<file path="config.mk">
export PLATFORM = sky130hd
export DESIGN_NAME = sblock_cfg_loader
export DESIGN_NICKNAME = d
export VERILOG_FILES = /design/src/rtl/sblock_cfg_pkg.sv /design/src/rtl/sblock_cfg_deser.sv /design/src/rtl/sblock_cfg_loader.sv
export SDC_FILE = /design/constraint.sdc
export NUM_CORES = 1
export LEC_CHECK = 0
export CAP_MARGIN = 20
export CORE_UTILIZATION = 56
export DETAILED_ROUTE_END_ITERATION = 10
export GPL_ROUTABILITY_DRIVEN = 0
export MAX_ROUTING_LAYER = met4
export PLACE_DENSITY = 0.85
export SLEW_MARGIN = 20
export SYNTH_ARGS = -nofsm -noshare
export SYNTH_HDL_FRONTEND = slang
export SYNTH_SLANG_ARGS = --single-unit
</file>
<file path="constraint.sdc">
create_clock -name clk_i -period 3.69 [get_ports clk_i]
set_clock_uncertainty 0.1 [all_clocks]
set_input_delay 0.369 -clock clk_i [delete_from_list [all_inputs] [get_ports clk_i]]
set_output_delay 0.369 -clock clk_i [all_outputs]
set_load 0.05 [all_outputs]
</file>
<file path="src/rtl/sblock_cfg_pkg.sv">
// Shared constants, state type and frame layout for the switch-block config loader.
package sblock_cfg_pkg;

  localparam int unsigned FRAME_W  = 18;
  localparam int unsigned HALF_W   = 9;
  localparam int unsigned BITCNT_W = 5;
  localparam int unsigned IDLE_W   = 8;

  typedef enum logic [2:0] {
    ST_IDLE,
    ST_SHIFT,
    ST_WRITE,
    ST_DONE,
    ST_ERR
  } cfg_state_e;

  // One switch-block frame: horizontal half in the MSBs, vertical half in the LSBs.
  typedef struct packed {
    logic [HALF_W-1:0] horiz;
    logic [HALF_W-1:0] vert;
  } sb_frame_t;

endpackage

</file>
<file path="src/rtl/sblock_cfg_deser.sv">
// Serial-to-parallel frame assembler: shift register, bit counter, frame-complete flag.
import sblock_cfg_pkg::*;

module sblock_cfg_deser (
  input  logic      clk_i,
  input  logic      reset_i,
  input  logic      clr_i,
  input  logic      shift_en_i,
  input  logic      bit_i,
  output sb_frame_t frame_o,
  output logic      frame_done_c
);

  logic [FRAME_W-1:0]  frame_q;
  logic [BITCNT_W-1:0] bit_cnt_q;

  // Shift accepted bits in LSB-side (frame arrives MSB first) and count them.
  always_ff @(posedge clk_i) begin
    if (reset_i) begin
      frame_q   <= '0;
      bit_cnt_q <= '0;
    end else if (clr_i) begin
      bit_cnt_q <= '0;
    end else if (shift_en_i) begin
      frame_q   <= {frame_q[FRAME_W-2:0], bit_i};
      bit_cnt_q <= bit_cnt_q + BITCNT_W'(1);
    end
  end

  // The bit being accepted right now is the last one of the frame.
  assign frame_done_c = shift_en_i && (bit_cnt_q == BITCNT_W'(FRAME_W - 1));
  assign frame_o      = frame_q;

endmodule

</file>
<file path="src/rtl/sblock_cfg_loader.sv">
// Loads serial configuration frames into a chain of switch blocks, one write per block.
import sblock_cfg_pkg::*;

module sblock_cfg_loader #(
  parameter int unsigned NUM_BLOCKS = 4,
  parameter int unsigned TIMEOUT    = 64
) (
  input  logic                  clk_i,
  input  logic                  reset_i,
  input  logic                  start_i,
  input  logic                  abort_i,
  input  logic                  cfg_v_i,
  input  logic                  cfg_data_i,
  output logic                  cfg_ready_o,
  output logic [FRAME_W-1:0]    sb_bits_o,
  output logic [NUM_BLOCKS-1:0] sb_wr_en_o,
  output logic                  busy_o,
  output logic                  done_o,
  output logic                  err_o
);

  localparam int unsigned IDX_W = (NUM_BLOCKS > 1) ? $clog2(NUM_BLOCKS) : 1;
  localparam logic [IDX_W-1:0]  LAST_IDX   = IDX_W'(NUM_BLOCKS - 1);
  localparam logic [IDLE_W-1:0] IDLE_LIMIT = IDLE_W'(TIMEOUT - 1);

  cfg_state_e        state_q, state_d;
  logic [IDX_W-1:0]  idx_q, idx_d;
  logic [IDLE_W-1:0] idle_q, idle_d;
  logic              accept;
  logic              deser_clr;
  logic              frame_done;
  sb_frame_t         frame;

  sblock_cfg_deser u_deser (
    .clk_i        (clk_i),
    .reset_i      (reset_i),
    .clr_i        (deser_clr),
    .shift_en_i   (accept),
    .bit_i        (cfg_data_i),
    .frame_o      (frame),
    .frame_done_c (frame_done)
  );

  // State, block index and idle counter registers.
  always_ff @(posedge clk_i) begin
    if (reset_i) begin
      state_q <= ST_IDLE;
      idx_q   <= '0;
      idle_q  <= '0;
    end else begin
      state_q <= state_d;
      idx_q   <= idx_d;
      idle_q  <= idle_d;
    end
  end

  // Next-state logic; abort overrides everything after the per-state decision.
  always_comb begin
    state_d   = state_q;
    idx_d     = idx_q;
    idle_d    = idle_q;
    deser_clr = 1'b0;
    accept    = (state_q == ST_SHIFT) && cfg_v_i;

    case (state_q)
      ST_IDLE, ST_DONE, ST_ERR: begin
        if (start_i) begin
          state_d   = ST_SHIFT;
          idx_d     = '0;
          idle_d    = '0;
          deser_clr = 1'b1;
        end
      end
      ST_SHIFT: begin
        if (accept) begin
          idle_d = '0;
          if (frame_done) state_d = ST_WRITE;
        end else if (idle_q == IDLE_LIMIT) begin
          state_d = ST_ERR;
        end else begin
          idle_d = idle_q + IDLE_W'(1);
        end
      end
      ST_WRITE: begin
        deser_clr = 1'b1;
        idle_d    = '0;
        if (idx_q == LAST_IDX) begin
          state_d = ST_DONE;
        end else begin
          idx_d   = idx_q + IDX_W'(1);
          state_d = ST_SHIFT;
        end
      end
      default: state_d = ST_IDLE;
    endcase

    if (abort_i) state_d = ST_IDLE;
  end

  // Output decode; reset and abort force outputs quiet within the same cycle.
  always_comb begin
    cfg_ready_o = 1'b0;
    busy_o      = 1'b0;
    done_o      = 1'b0;
    err_o       = 1'b0;
    sb_bits_o   = '0;
    sb_wr_en_o  = '0;
    if (!reset_i) begin
      cfg_ready_o = (state_q == ST_SHIFT);
      busy_o      = (state_q == ST_SHIFT) || (state_q == ST_WRITE);
      done_o      = (state_q == ST_DONE);
      err_o       = (state_q == ST_ERR);
      sb_bits_o   = frame;
      if ((state_q == ST_WRITE) && !abort_i) begin
        sb_wr_en_o = NUM_BLOCKS'(1) << idx_q;
      end
    end
  end

endmodule

</file>
==> results of run 1 <==
-- logic make-up after synthesis --
family | after synthesis | share of synthesized area (%)
AND/OR/NAND/NOR | 123 | 35.5
buffers and inverters | 20 | 5.06
XOR/XNOR | 5 | 2.30
flip-flops | 36 | 37.8
AO/OA/AOI/OAI | 43 | 14.2
multiplexers | 1 | 0.526
adder cells (fa/ha/maj) | 7 | 4.60
-- power by group through the flow --
stage          combinational (mW)  clock (mW)  sequential [mW]
5_1_grt                    0.0541       0.333            0.396
6_report                   0.0502       0.314            0.395
2_1_floorplan              0.0402           0            0.400
4_1_cts                    0.0502       0.319            0.395
3_3_place_gp               0.0492           0            0.404
3_5_place_dp               0.0498           0            0.404
-- cells in the mapped netlist --
| cell | count | area (µm²) |
|---|---|---|
| nand3b_1 | 2 | 15.0 |
| dfxtp_1 | 36 | 721 |
| or4b_1 | 1 | 10.0 |
| or3_1 | 3 | 18.8 |
| o22ai_1 | 1 | 6.26 |
| nor2_1 | 15 | 56.3 |
| xor2_1 | 4 | 35.0 |
| nand4b_1 | 2 | 17.5 |
| or4b_4 | 1 | 13.8 |
| nor4b_4 | 1 | 23.8 |
| nor4b_1 | 1 | 8.76 |
| a31oi_1 | 2 | 12.5 |
| xnor2_1 | 1 | 8.76 |
| nor2b_1 | 19 | 119 |
| or4_1 | 2 | 15.0 |
| a21oi_1 | 24 | 120 |
| a22o_1 | 1 | 8.76 |
| and2_1 | 5 | 31.3 |
| nor2_2 | 1 | 6.26 |
| buf_6 | 2 | 22.5 |
| clkbuf_1 | 10 | 37.5 |
| o21a_1 | 2 | 15.0 |
| nor3_1 | 3 | 15.0 |
| inv_1 | 3 | 11.3 |
| a211o_1 | 1 | 8.76 |
| o21ai_0 | 2 | 10.0 |
| nor4bb_1 | 1 | 10.0 |
| ha_1 | 7 | 87.6 |
| nand2b_1 | 5 | 31.3 |
| nor3_2 | 1 | 10.0 |
| buf_2 | 5 | 25.0 |
| nor3b_1 | 3 | 22.5 |
| a211oi_1 | 2 | 15.0 |
| and4_1 | 1 | 8.76 |
| nand4bb_1 | 2 | 22.5 |
| or2_1 | 1 | 6.26 |
| o211ai_1 | 1 | 7.51 |
| nand4_1 | 3 | 18.8 |
| nand2_1 | 44 | 165 |
| o221a_2 | 1 | 11.3 |
| o32a_1 | 1 | 10.0 |
| o21ai_1 | 3 | 15.0 |
| mux2i_1 | 1 | 10.0 |
| nand3_1 | 6 | 30.0 |
| a311oi_2 | 2 | 30.0 |
-- cell type report --
| class | count | area, µm² |
|---|---|---|
| sequential | 36 | 721 |
| clock inverter | 1 | 30.0 |
| tap | 44 | 55.1 |
| multi-input combinational | 179 | 1100 |
| fill | 254 | 823 |
| inverter | 3 | 11.3 |
| timing repair buffer | 33 | 320 |
| clock buffer | 7 | 65.1 |
-- stage by stage --
stage / area, µm² / power, mW / cells / setup WS (ns) / hold WS, ns
floorplan: 1900 / 0.440 / 235 / 0.828 / 0.332
global placement: 2210 / 0.453 / 295 / 0.932 / 0.340
finish: 2300 / 0.759 / 303 / 0.616 / 0.308
CTS: 2300 / 0.764 / 303 / 0.634 / 0.298
global route: 2300 / 0.784 / 303 / 0.446 / 0.314
detailed placement: 2210 / 0.454 / 295 / 0.899 / 0.348
-- worst reg2reg max path: stages (launching register included) --
cell      delay (ns)
dfxtp_1         0.71
nor4bb_4        0.85
nand4_1         0.22
xor2_1          0.20
nor2_1          0.05
-- flip-flops by register name, summed over array words and instances (netlist names) --
name,cells
idx_q,2
u_deser.bit_cnt_q,5
state_q,3
idle_q,8
u_deser.frame_o,18
-- final timing paths --
check	from	endpoint	slack, ns	cells past startpoint
max reg2reg	state_q[0]	u_deser.bit_cnt_q[4]	1.47	4
max	state_q[1]	sb_wr_en_o[0]	0.62	4
min	reset_i	state_q[2]	0.31	3
min reg2reg	u_deser.frame_o[17]	u_deser.frame_o[17]	0.37	2
-- routing by layer --
layer  up-vias  share of wire, %  GRT usage (%)  wire (µm)
met3         6               5.7           7.79        222
met5         -                 0              -          0
met2        40                48           38.3       1880
met1       787                45           26.6       1750
met4         0               1.4           8.31         55
li1        854                 -              -          -
==> out/qor.yml, run 1 <==
clock_tree:
  cts_max_level: 2
  cts_tree: "built"
  cts_buffer_depth: 2
  ctsHoldBuffers: 0
  root_buffer: "clkbuf_4"
  cts_buffers: 5
  clkLatencyLatePin_ns: 0.34
  post-cts-setup-buffers: 0
  cts_sinks: 36
  path_clk_slew_ns: 0.10
  postCtsResizedCells: 0
route:
  ant_nets: 0
  drt_wl_total_um: 3920
  wl_per_cell_um: 12.9
  drtPass1Iterations: 4
  drc_errors: 0
  dr_total_vias: 1687
  viasPerCell: 5.57
  first_iter_violations: 120
sta:
  period_needed_ns: 3.07
  timing.fmax_mhz: 325
  relSlewSlack_pct: 46.9
  drv_slew: 0
  fin_crit_sh_pct: 83.3
  tightest_slew_ns: 0.795
  setup_violations: 0
  tns_ns: 0
  finalHoldViolCount: 0
  grt_setup_unrepaired: "false"
global_routing:
  grt_use_total_pct: 23.5
  antenna_found_initial: 0
  overflow: 0
  grt_start_max_net_pins: 56
  grt_pass1_vias: 1411
  grt_first_pass_wirelength_um: 6100
power_and_ir_drop:
  power.switching_mw: 0.170
  p_int_mw: 0.589
  p_sw_share_pct: 22.4
  p_leak_nw: 0.749
  peakVddDrop_v: 0.000237
  seqPwrFrac_pct: 52.1
  power_density_mw_per_mm2: 329
  pwr-share-clk_pct: 41.3
  pwr-share-comb_pct: 6.6
floorplan:
  die_h_um: 60.3
  dieArea_mm2: 0.00364
  die_x_um: 60.3
  io_pins: 32
  rows: 20
  core_area_mm2: 0.00313
  start_util_pct: 60.9
finish:
  final_util_pct: 73.7
  fin_nets: 271
  layout_common_cells: "nand2_1, dfxtp_1, clkdlybuf4s50_1"
  final_common_cell: "nand2_1"
  n_antenna_cell: 0
  drive_above_1_share_pct: 7.34
  area_growth_syn_to_layout_pct: 21.0
synth:
  seq_area_frac_synth_pct: 37.8
  syn_nets: 248
  synth_cell_types: 45
  ys_ff_latch: 36
  synthesis.area_mm2: 0.00190
  yosysWarnings: 0
  synth_cells: 235
  syn_area_per_cell_um2: 8.10
worst_hold_path:
  hold_path.class: "in -> reg"
critical_path:
  slowest_delay_ns: 0.80
  path_cells: "nand2b_1 > nor3_1 > and2_1 > clkdlybuf4s50_1"
  cp.required_ns: 3.22
  crit_fanout: 17
  crit_buf_inv: 1
  crit_path_end_kind: "output pin"
  critPathTopFamily: "buffers and inverters"
  worstSetupStartpointType: "flip-flop"
  path_class: "reg -> out"
  critPathSlowestCell: "clkdlybuf4s50_1"
  arrival_ns: 2.60
run_status:
  status: "finished clean"
placement:
  io_buffers: 31
  dp_hpwl_um: 2590
job:
  cap_violations: 0
Power figures use the tool's default switching activity.
==> run 2, diff against run 1 <==
Settings changed: CORE_UTILIZATION 56 to 52, PLACE_DENSITY 0.85 to 0.79.
Clock period 3.69 ns to 2.9 ns, I/O delays scaled along.
==> run 2 against run 1 <==
  * Worst hold slack better by 0.019 ns
  * Sequential share of layout area shrank 0.30 points
  * Cell area grew 0.98%
  * Cell count up 2.0%
  * Critical path depth decreased by 1
  * Sequential power rose by 27%
  * Critical endpoint is now busy_o
  * Largest power group unchanged
==> out/qor.yml, run 2 (synthesis gave the netlist of run 1 again) <==
critical_path:
  worstReg2RegStart: "state_q[0]"
  path_class: "reg -> out"
  crit_path_end_kind: "output pin"
  worstSetupStartpointType: "flip-flop"
  crit_fanout: 19
  cp.required_ns: 2.51
  reg2reg_slack_ns: 0.87
  reg2reg_depth: 5
  arrival_ns: 2.27
  r2r_end: "idle_q[7]"
floorplan:
  rows: 21
  die_h_um: 62.5
  start_util_pct: 55.8
  core_area_mm2: 0.00342
  dieArea_mm2: 0.00391
  die_x_um: 62.5
  io_pins: 32
global_routing:
  overflow: 0
  antenna_found_initial: 0
  grt_pass1_vias: 1496
  grt_use_total_pct: 22.3
  grt_start_max_net_pins: 34
  grt_first_pass_wirelength_um: 6800
clock_tree:
  cts_buffers: 5
  root_buffer: "clkbuf_4"
  cts_tree: "built"
  cts_sinks: 36
  path_clk_slew_ns: 0.11
  post-cts-setup-buffers: 0
  postCtsResizedCells: 0
  cts_max_level: 2
  ctsHoldBuffers: 0
  cts_buffer_depth: 2
  clkLatencyLatePin_ns: 0.35
route:
  wl_per_cell_um: 12.0
  drtPass1Iterations: 4
  drc_errors: 0
  first_iter_violations: 114
  drt_wl_total_um: 3700
  dr_total_vias: 1640
  ant_nets: 0
  viasPerCell: 5.31
sta:
  tns_ns: 0
  fin_crit_sh_pct: 91.6
  fin_hold_ws_ns: 0.327
  drv_slew: 0
  setup_violations: 0
  finalHoldViolCount: 0
  period_needed_ns: 2.66
  timing.fmax_mhz: 377
  relSlewSlack_pct: 52.3
  grt_setup_unrepaired: "false"
  tightest_slew_ns: 0.714
placement:
  place_area_mm2: 0.00223
  dp.cells: 301
  dp_hpwl_um: 2520
  io_buffers: 31
worst_hold_path:
  hold_path.class: "in -> reg"
  hold_start: "reset_i"
  min_to: "u_deser.frame_o[16]"
  hold_depth: 2
job:
  cap_violations: 0
finish:
  final_common_cell: "nand2_1"
  largest_reg_flops: 18
  n_antenna_cell: 0
  register_area_um2: 721
  fill_cells: 288
  multiInputGateArea_mm2: 0.00110
  drive_above_1_share_pct: 10.3
  design_area_mm2: 0.00233
  area_growth_syn_to_layout_pct: 22.2
  layout_common_cells: "nand2_1, dfxtp_1, clkdlybuf4s50_1"
  finalNonFillerCells: 309
  fin_nets: 275
power_and_ir_drop:
  p_leak_nw: 0.778
  peakVddDrop_v: 0.000270
  finalPower_mw: 0.966
  power_density_mw_per_mm2: 415
run_status:
  status: "finished clean"
run 2: through the flow:
step / worst slack, ns / utilization [%]
final: 0.245 / 68.1
after global routing: 0.0609 / 68.1
after CTS: 0.242 / 68.1
after detailed placement: 0.653 / 65.3
after global placement: 0.663 / 65.3
after floorplan: 0.160 / -
run 2: where the power goes:
| group | leakage (nW) | switching, mW | internal, mW |
|---|---|---|---|
| clock network | 0.0515 | 0.169 | 0.229 |
| registers | 0.290 | 0.00514 | 0.497 |
| logic | 0.437 | 0.0408 | 0.0260 |
run 2: final cells by class:
type	instances	area share [%]
repair buffers	37	14.6
well taps	46	2.47
inverters	3	0.484
multi-input cells	179	47.4
clock inverters	1	1.29
flip-flops and latches	36	31.0
clock buffers	7	2.80
run 2: worst max-delay path by stage:
stage	end	slack, ns	start
after floorplan	cfg_ready_o	0.16	state_q[0]
after global placement	busy_o	0.66	state_q[0]
after detailed placement	busy_o	0.65	state_q[0]
after CTS	busy_o	0.24	state_q[0]
after global routing	busy_o	0.06	state_q[0]
final	busy_o	0.24	state_q[0]
run 2: routing by layer:
layer	global-route usage, %	vias up	part of all wire (%)
li1	-	855	-
met1	28.1	740	49
met2	33.8	39	44
met3	6.75	6	5.1
met4	7.85	0	1.6
met5	-	-	0
run 2: worst max-delay path, stage by stage (launching register included):
cell             delay, ns
dfxtp_1               0.67
xor2_1                0.23
nor3b_1               0.20
clkdlybuf4s50_1       0.83
==> run 3, diff against run 2 <==
Settings changed: CELL_PAD_IN_SITES_DETAIL_PLACEMENT set to 1, CELL_PAD_IN_SITES_GLOBAL_PLACEMENT set to 2, CORE_UTILIZATION 52 to 31, PLACE_DENSITY 0.79 to 0.8.
==> run 3 against run 2 <==
  * Count of clock-buffer cells in the layout is 1 lower
  * Maximum frequency is 0.49% lower
  * First-iteration DRC count is 43% lower
  * Critical path depth stayed put
  * Flip-flop and latch count stayed put
  * Highest routed layer unchanged
  * Core utilization is 28 points lower
  * Largest cell class unchanged
  * Total power is 4.3% higher
  * Wire length is 21% higher
  * Global-route usage is 6.7 points lower
==> out/qor.yml, run 3 (synthesis gave the netlist of run 1 again) <==
route:
  viasPerCell: 4.97
  wl_per_cell_um: 13.2
  dr_total_vias: 1679
  drt_wl_total_um: 4470
  drc_errors: 0
  first_iter_violations: 65
  ant_nets: 0
  drtPass1Iterations: 4
worst_hold_path:
  hold_depth: 2
  hold_start: "u_deser.frame_o[17]"
  hold_path.class: "reg -> reg"
  min_to: "u_deser.frame_o[17]"
critical_path:
  r2r_end: "idle_q[7]"
  critPathSlowestCell: "clkdlybuf4s50_1"
  reg2reg_depth: 5
  path_class: "reg -> out"
  arrival_ns: 2.28
  slowest_delay_ns: 0.83
  crit_path_end_kind: "output pin"
  cp.required_ns: 2.51
  crit_buf_inv: 1
  reg2reg_slack_ns: 0.82
  worstReg2RegStart: "state_q[0]"
  worstSetupStartpointType: "flip-flop"
  path_cells: "xor2_1 > nor3b_1 > clkdlybuf4s50_1"
  crit_fanout: 19
  critPathTopFamily: "buffers and inverters"
global_routing:
  antenna_found_initial: 0
  grt_first_pass_wirelength_um: 7730
  grt_start_max_net_pins: 47
  grt_use_total_pct: 15.6
  met3_usage_pct: 3.52
  met1_usage_pct: 20.9
  gr-max-usage-layer: "met2"
  overflow: 0
  grt_pass1_vias: 1617
  grt_use_met2_pct: 24.1
clock_tree:
  cts_buffers: 5
  ctsHoldBuffers: 0
  post-cts-setup-buffers: 0
  path_clk_slew_ns: 0.08
  cts_max_level: 2
  cts_sinks: 36
  cts_tree: "built"
  cts_buffer_depth: 2
  postCtsResizedCells: 0
  clkLatencyLatePin_ns: 0.28
  root_buffer: "clkbuf_8"
placement:
  dp_hpwl_um: 3070
  post-place-ws_ns: 0.566
  io_buffers: 31
  place_area_mm2: 0.00227
sta:
  setup_ws_ns: 0.232
  drv_slew: 0
  fin_crit_sh_pct: 92.0
  finalHoldViolCount: 0
  grt_setup_unrepaired: "false"
  tightest_slew_ns: 0.805
  relSlewSlack_pct: 46.4
  period_needed_ns: 2.67
  tns_ns: 0
  setup_violations: 0
  fin_hold_ws_ns: 0.355
  timing.fmax_mhz: 375
finish:
  drive_above_1_share_pct: 9.89
  largest_reg_flops: 18
  area_growth_syn_to_layout_pct: 24.8
  fin_nets: 275
  n_antenna_cell: 0
  design_area_mm2: 0.00238
  final_common_cell: "nand2_1"
  layout_common_cells: "nand2_1, dfxtp_1, clkdlybuf4s50_1"
power_and_ir_drop:
  peakVddDrop_v: 0.000193
  power_density_mw_per_mm2: 424
  p_leak_nw: 0.781
  finalPower_mw: 1.01
floorplan:
  start_util_pct: 32.2
  rows: 28
  core_area_mm2: 0.00592
  dieArea_mm2: 0.00646
  die_h_um: 80.4
  io_pins: 32
  die_x_um: 80.4
run_status:
  status: "finished clean"
job:
  cap_violations: 0
[run 3: changes by cell type in the layout (fill, tap and decap cells not counted), sizes merged]
| cell | previous run | this run |
|---|---|---|
| clkbuf | 7 | 6 |
| clkinv | 0 | 1 |
[run 3: per-layer routing]
layer,vias up,wire (µm)
met3,2,103
li1,856,-
met4,0,19
met5,-,0
met2,16,1960
met1,805,2390
[run 3: worst max-delay path by stage]
stage | start | end | slack [ns] | cells after the start
after global routing | state_q[0] | busy_o | 0.06 | 3
after global placement | state_q[0] | busy_o | 0.61 | 3
after CTS | state_q[0] | busy_o | 0.24 | 3
after floorplan | state_q[0] | cfg_ready_o | 0.16 | 3
final | state_q[0] | busy_o | 0.23 | 3
after detailed placement | state_q[0] | busy_o | 0.57 | 3
[run 3: through the flow]
| step | instances | utilization [%] |
|---|---|---|
| 5_1_grt | 338 | 40.1 |
| 6_report | 338 | 40.1 |
| 3_5_place_dp | 330 | 38.3 |
| 2_1_floorplan | 235 | - |
| 3_3_place_gp | 330 | 38.3 |
| 4_1_cts | 338 | 40.1 |
[run 3: final cells by class]
type	instances	area [µm²]
clock buffers	6	72.6
clock inverters	2	35.0
fillers	705	3540
inverters	3	11.3
multi-input cells	179	1100
flip-flops and latches	36	721
well taps	75	93.8
repair buffers	37	340
[run 3: power breakdown]
group | switching [mW] | internal (mW)
Sequential | 0.00542 | 0.496
Combinational | 0.0432 | 0.0260
Clock | 0.182 | 0.255
[run 3: worst register-to-register path, stage by stage, from the launching register on]
cell and delay [ns]:
dfxtp_1 0.71, nor4b_4 0.30, buf_4 0.19, o21ai_1 0.15, or4_1 0.50, nand3_1 0.08
